--- src/rtl/max_pool2x2_pkg.sv ---
// rtl/max_pool2x2_pkg.sv - shared CNN constants and signed-max helper
package max_pool2x2_pkg;

  localparam int POOL_WIN       = 2;
  localparam int DEFAULT_IN_D_W = 32;
  localparam int MAX_SAMPLE_W   = 64;

  typedef logic signed [MAX_SAMPLE_W-1:0] wide_sample_t;

  function automatic wide_sample_t smax(input wide_sample_t a, input wide_sample_t b);
    return (a >= b) ? a : b;
  endfunction

endpackage

--- src/rtl/pool_line_buf.sv ---
// rtl/pool_line_buf.sv - horizontal-max line buffer, one write and one read port
module pool_line_buf #(
  parameter int W     = 32,
  parameter int DEPTH = 4,
  parameter int AW    = 2
) (
  input  logic          clk,
  input  logic          wr_en,
  input  logic [AW-1:0] wr_addr,
  input  logic [W-1:0]  wr_data,
  input  logic [AW-1:0] rd_addr,
  output logic [W-1:0]  rd_data
);

  logic [W-1:0] mem [DEPTH];

  always_ff @(posedge clk) begin
    if (wr_en) mem[wr_addr] <= wr_data;
  end

  assign rd_data = mem[rd_addr];

endmodule

--- src/rtl/max_pool2x2.sv ---
// rtl/max_pool2x2.sv - streaming 2x2 stride-2 signed max pooling
module max_pool2x2
  import max_pool2x2_pkg::*;
#(
  parameter int In_d_W = DEFAULT_IN_D_W,
  parameter int IMG_W  = 8,
  parameter int IMG_H  = 8
) (
  input  logic                     clk,
  input  logic                     rst,
  input  logic                     en,
  input  logic signed [In_d_W-1:0] A,
  output logic signed [In_d_W-1:0] Y,
  output logic                     valid,
  output logic                     frame_done
);

  localparam int HALF_W = IMG_W / POOL_WIN;
  localparam int CW     = $clog2(IMG_W);
  localparam int RW     = $clog2(IMG_H);
  localparam int AW     = (HALF_W > 1) ? $clog2(HALF_W) : 1;

  logic [CW-1:0]            col_q, col_d;
  logic [RW-1:0]            row_q, row_d;
  logic signed [In_d_W-1:0] pair_q, pair_d;
  logic signed [In_d_W-1:0] y_q, y_d;
  logic                     valid_q, valid_d;
  logic                     done_q, done_d;

  logic                     odd_col, odd_row, last_col, last_row;
  logic signed [In_d_W-1:0] hmax, vmax, lb_rd;
  logic [AW-1:0]            lb_addr;
  logic                     lb_wr;

  assign odd_col  = col_q[0];
  assign odd_row  = row_q[0];
  assign last_col = (col_q == CW'(IMG_W - 1));
  assign last_row = (row_q == RW'(IMG_H - 1));
  assign lb_addr  = AW'(col_q >> 1);
  assign lb_wr    = en && odd_col && !odd_row;

  // Compare at the package's wide width, then pick the native-width operand.
  assign hmax = (smax(wide_sample_t'(pair_q), wide_sample_t'(A)) == wide_sample_t'(pair_q))
              ? pair_q : A;
  assign vmax = (smax(wide_sample_t'(hmax), wide_sample_t'(lb_rd)) == wide_sample_t'(hmax))
              ? hmax : lb_rd;

  pool_line_buf #(
    .W     (In_d_W),
    .DEPTH (HALF_W),
    .AW    (AW)
  ) u_line_buf (
    .clk     (clk),
    .wr_en   (lb_wr),
    .wr_addr (lb_addr),
    .wr_data (hmax),
    .rd_addr (lb_addr),
    .rd_data (lb_rd)
  );

  always_comb begin
    col_d   = col_q;
    row_d   = row_q;
    pair_d  = pair_q;
    y_d     = y_q;
    valid_d = 1'b0;
    done_d  = 1'b0;
    if (en) begin
      if (!odd_col) pair_d = A;
      if (odd_col && odd_row) begin
        y_d     = vmax;
        valid_d = 1'b1;
        done_d  = last_col && last_row;
      end
      if (last_col) begin
        col_d = '0;
        row_d = last_row ? '0 : row_q + RW'(1);
      end else begin
        col_d = col_q + CW'(1);
      end
    end
  end

  always_ff @(posedge clk or posedge rst) begin
    if (rst) begin
      col_q   <= '0;
      row_q   <= '0;
      pair_q  <= '0;
      y_q     <= '0;
      valid_q <= 1'b0;
      done_q  <= 1'b0;
    end else begin
      col_q   <= col_d;
      row_q   <= row_d;
      pair_q  <= pair_d;
      y_q     <= y_d;
      valid_q <= valid_d;
      done_q  <= done_d;
    end
  end

  assign Y          = y_q;
  assign valid      = valid_q;
  assign frame_done = done_q;

endmodule

--- config.mk ---
export PLATFORM = sky130hd
export DESIGN_NAME = max_pool2x2
export DESIGN_NICKNAME = d
export VERILOG_FILES = /design/src/rtl/max_pool2x2_pkg.sv /design/src/rtl/pool_line_buf.sv /design/src/rtl/max_pool2x2.sv
export SDC_FILE = /design/constraint.sdc
export NUM_CORES = 1
export LEC_CHECK = 0
export CAP_MARGIN = 15
export CELL_PAD_IN_SITES_DETAIL_PLACEMENT = 0
export CELL_PAD_IN_SITES_GLOBAL_PLACEMENT = 1
export CORE_MARGIN = 3
export CORE_UTILIZATION = 44
export DETAILED_ROUTE_END_ITERATION = 12
export GPL_ROUTABILITY_DRIVEN = 0
export MAX_ROUTING_LAYER = met4
export PLACE_DENSITY = 0.75
export SETUP_SLACK_MARGIN = 0.2
export SLEW_MARGIN = 30
export SYNTH_ARGS = -nofsm -noshare
export SYNTH_HDL_FRONTEND = slang
export SYNTH_SLANG_ARGS = --single-unit
--- constraint.sdc ---
create_clock -name clk -period 4.98 [get_ports clk]
set_clock_uncertainty 0.15 [all_clocks]
set_input_delay 0.498 -clock clk [delete_from_list [all_inputs] [get_ports clk]]
set_output_delay 0.498 -clock clk [all_outputs]
set_load 0.01 [all_outputs]
==> impl_metrics.ini, run 1 <==
[timing]
finalHoldViolCount = 0
hold_ws_ns = 0.292
max_slew_margin_pct = 52.3
max_freq_mhz = 194
setup_slack_ns = -0.187
finalMaxSlewViolations = 0
setup_viol = 30
layout_min_cycle_time_ns = 5.17
period_share_pct = 104
rsz0062_at_grt = yes
max_slew.worst_pin.slew_ns = 0.716

[routing]
vias = 8595
viasPerCell = 5.67
wirelength_um = 33300
drt_iter0_drc = 853
routedWlPerCell_um = 22.0
ant_nets = 0
drc = 0
drt_pass1_iterations = 6

[critical_path]
crit_fanout = 7
crit_required_ns = 5.14
critPathLaunchType = flop
critPathBufInv = 5
endpoint_kind = flop
crit_type = reg -> reg
cpMaxStageDelayCell = or4_4
cp_top_family = simple AND/OR/NAND/NOR gates
arrival_ns = 5.33
max_stage_delay_ns = 0.59
r2r_cells = 24
path_cells = ha_4, nand4_1, buf_4, inv_1, a21oi_2, o211ai_1, or4_4, and3_4, buf_12, buf_8, nand2_4, o21ai_4, ha_4, nand4_1, nor4_4, nand3_2, nand3_2, a221oi_2, a21boi_2, o32ai_2, a21o_4, buf_12, mux2i_4, o21ai_1
cp.depth = 24

[synthesis]
synthTopCellsByArea = edfxtp_1, dfrtp_1, ha_1, mux4_2, mux2i_1
async_reset_ff_share_pct = 36.0
synth_largest_area_cell = edfxtp_1
synth.distinct_cells = 56
syn_area_per_cell_um2 = 12.1
synth_area_mm2 = 0.0108
synth_seq_cells = 200
synth_enable_flop_cells = 128
synth_top_area_share_pct = 35.7
syn_nets = 990
synth_warnings = 0
netlist_instances = 888
synth_ff_type = edfxtp_1
ys_seq_area_share_pct = 52.5

[global_route]
grt_max_degree = 61
antenna_found_initial = 0
grt_use_met2_pct = 40.4
gr-total-overflow = 0
top_usage_layer = met2
grt_pass1_vias = 8639
use_met3_pct = 3.79
grt_use_met1_pct = 36.2
grt_pass1_wl_um = 51000
grt_usage_pct = 26.3

[final_layout]
seqCellArea_mm2 = 0.00565
fillerInstances = 1754
drive_gt1_share_pct = 38.8
antennaDiodeCount = 0
multi_input_area_mm2 = 0.00553
area_growth_pct = 41.8
fin_nets = 1286

[job]
drv_cap = 0

[placement]
io_buffers = 68
dp_hpwl_um = 23700
pre_cts_ws_ns = -1.07

[power_and_ir_drop]
leakage_nw = 6.46
peakVddDrop_v = 0.000329
power.density_mw_per_mm2 = 695
fin_total_pwr_mw = 10.6

[floorplanning]
core_area_mm2 = 0.0238
die_w_um = 162
dieArea_mm2 = 0.0264
initial_core_util_pct = 45.3
num_rows = 56
fp.dieH_um = 162
pin_count = 69

[clock_network]
cts_buffers = 17
cts_tree = done
ctsLongestPathBuffers = 2
clk_pin_slew_ns = 0.09
h-tree-depth = 4
clock-root-buffer = clkbuf_16
holdBufCountCts = 0
clock-sinks = 200
clock_latency_ns = 0.45

[hold_path]
hold_path.class = in -> async

[status]
status = complete, but fails checks
violations = negative setup slack
-- power breakdown --
part           internal [mW]  switching [mW]  total, mW
clock                  0.767           0.690       1.46
combinational           3.31            3.27       6.57
sequential              2.30           0.269       2.57
total                   6.37            4.23       10.6
-- layout by cell type (no fill, tap or decap), types with 5 or more instances in the layout --
cell and instances:
nand2_2 6, xor2_1 35, inv_6 5, o21ai_1 38, buf_6 7, ha_1 28, clkbuf_16 18, inv_1 69
inv_2 18, a21oi_2 11, o22ai_1 19, a221oi_1 9, dfrtp_1 70, nand2_1 75, nor4_1 14, and3_1 5
buf_12 7, o21ai_4 5, nor2_1 10, buf_4 220, a21oi_1 14, mux4_2 29, o21ai_0 30, mux2_4 7
xnor2_1 10, a21o_1 16, dlygate4sd2_1 30, mux2_2 20, clkdlybuf4s50_1 37, o21ai_2 9, nand4_1 20, edfxtp_1 128
ha_4 38, mux2i_1 34
-- cell families (layout without fill, tap and decap cells) --
kind of cell	after synthesis	count (layout)	synth area share [%]
xor gates and xnor gates	45	45	3.66
muxes	95	95	12.5
AOI/OAI and AO/OA	184	184	10.5
and+or+nand+nor	174	174	8.10
DFF	200	200	52.5
buffers and inverters	123	432	4.96
adders and majority gates	67	67	7.80
-- synthesized netlist by cell type, drive strengths merged, types with 3 or more instances --
library cell  instances
a21o                 17
a21oi                26
a221oi               11
a311oi                3
a31o                  3
a31oi                 4
and3                  6
and4                  3
buf                  16
clkbuf               18
dfrtp                72
edfxtp              128
ha                   67
inv                  89
mux2                 27
mux2i                39
mux4                 29
nand2                85
nand2b                4
nand3                10
nand4                20
nor2                 11
nor2b                 6
nor4                 20
o21ai                82
o22ai                19
xnor2                10
xor2                 35
-- worst register-to-register path, stage by stage, from the launching register on --
cell and delay [ns]:
dfrtp_1 0.42, ha_4 0.27, nand4_1 0.12, buf_4 0.14
inv_1 0.05, a21oi_2 0.12, o211ai_1 0.21, or4_4 0.59
and3_4 0.24, buf_12 0.16, buf_8 0.14, nand2_4 0.07
o21ai_4 0.07, ha_4 0.28, nand4_1 0.20, nor4_4 0.47
nand3_2 0.12, nand3_2 0.10, a221oi_2 0.03, a21boi_2 0.16
o32ai_2 0.19, a21o_4 0.26, buf_12 0.17, mux2i_4 0.24
o21ai_1 0.08
-- stage by stage --
stage	utilization, %	TNS (ns)	std cells	area (um2)
floorplan	-	0	888	11000
global placement	56.1	-28.50	1426	13300
detailed placement	56.2	-31.29	1427	13300
CTS	62.7	-0.279	1503	14900
global route	64.2	-7.83	1516	15200
finish	64.2	-4.29	1516	15200
-- registers in the layout, summed over array words and instances, names as in the netlist --
signal,count
Y,32
col_q,3
frame_done,1
pair_q,32
row_q,3
u_line_buf.mem,128
valid,1
-- worst paths after layout --
| path | startpoint | to | slack, ns |
|---|---|---|---|
| min in group clk | Y[8] | Y[8] | 0.34 |
| worst min register to register | Y[8] | Y[8] | 0.34 |
| worst min-delay path | rst | Y[6] | 0.29 |
| max in group asynchronous | rst | pair_q[19] | 3.35 |
| worst max-delay path | pair_q[27] | Y[9] | -0.19 |
| worst max register to register | pair_q[27] | Y[9] | -0.19 |
-- per-layer routing --
metal / share of wire, % / up-vias
met4: 4.0 / 0
li1: - / 3914
met2: 46 / 385
met3: 5.7 / 101
met5: 0 / -
met1: 45 / 4195
-- final cells by class --
type                    instances  share of cell area [%]
flip-flops and latches        200                    37.0
clock buffers                  19                    2.84
inverters                      89                    2.28
clock inverters                13                    1.16
multi-input cells             565                    36.3
repair buffers                311                    17.8
well taps                     319                    2.62
-- repair_timing --
item | 4_1_cts | 5_1_grt
cloned | 3 | 1
pin swaps | 57 | 36
hold endpoints to repair | 0 | 0
gates resized for setup | 146 | 35
setup endpoints to repair | 32 | 32
setup buffers | 41 | 12
Note: power is estimated with default switching activity, not from simulation.
==> run 2: changes to the inputs <==
--- a/config.mk
+++ b/config.mk
@@ -5,6 +5,7 @@
 export SDC_FILE = /design/constraint.sdc
 export NUM_CORES = 1
 export LEC_CHECK = 0
+export ABC_AREA = 0
 export CAP_MARGIN = 15
 export CELL_PAD_IN_SITES_DETAIL_PLACEMENT = 0
 export CELL_PAD_IN_SITES_GLOBAL_PLACEMENT = 1
==> results of run 2 <==
No change in the layout: final DEF, timing and power equal those of run 1.
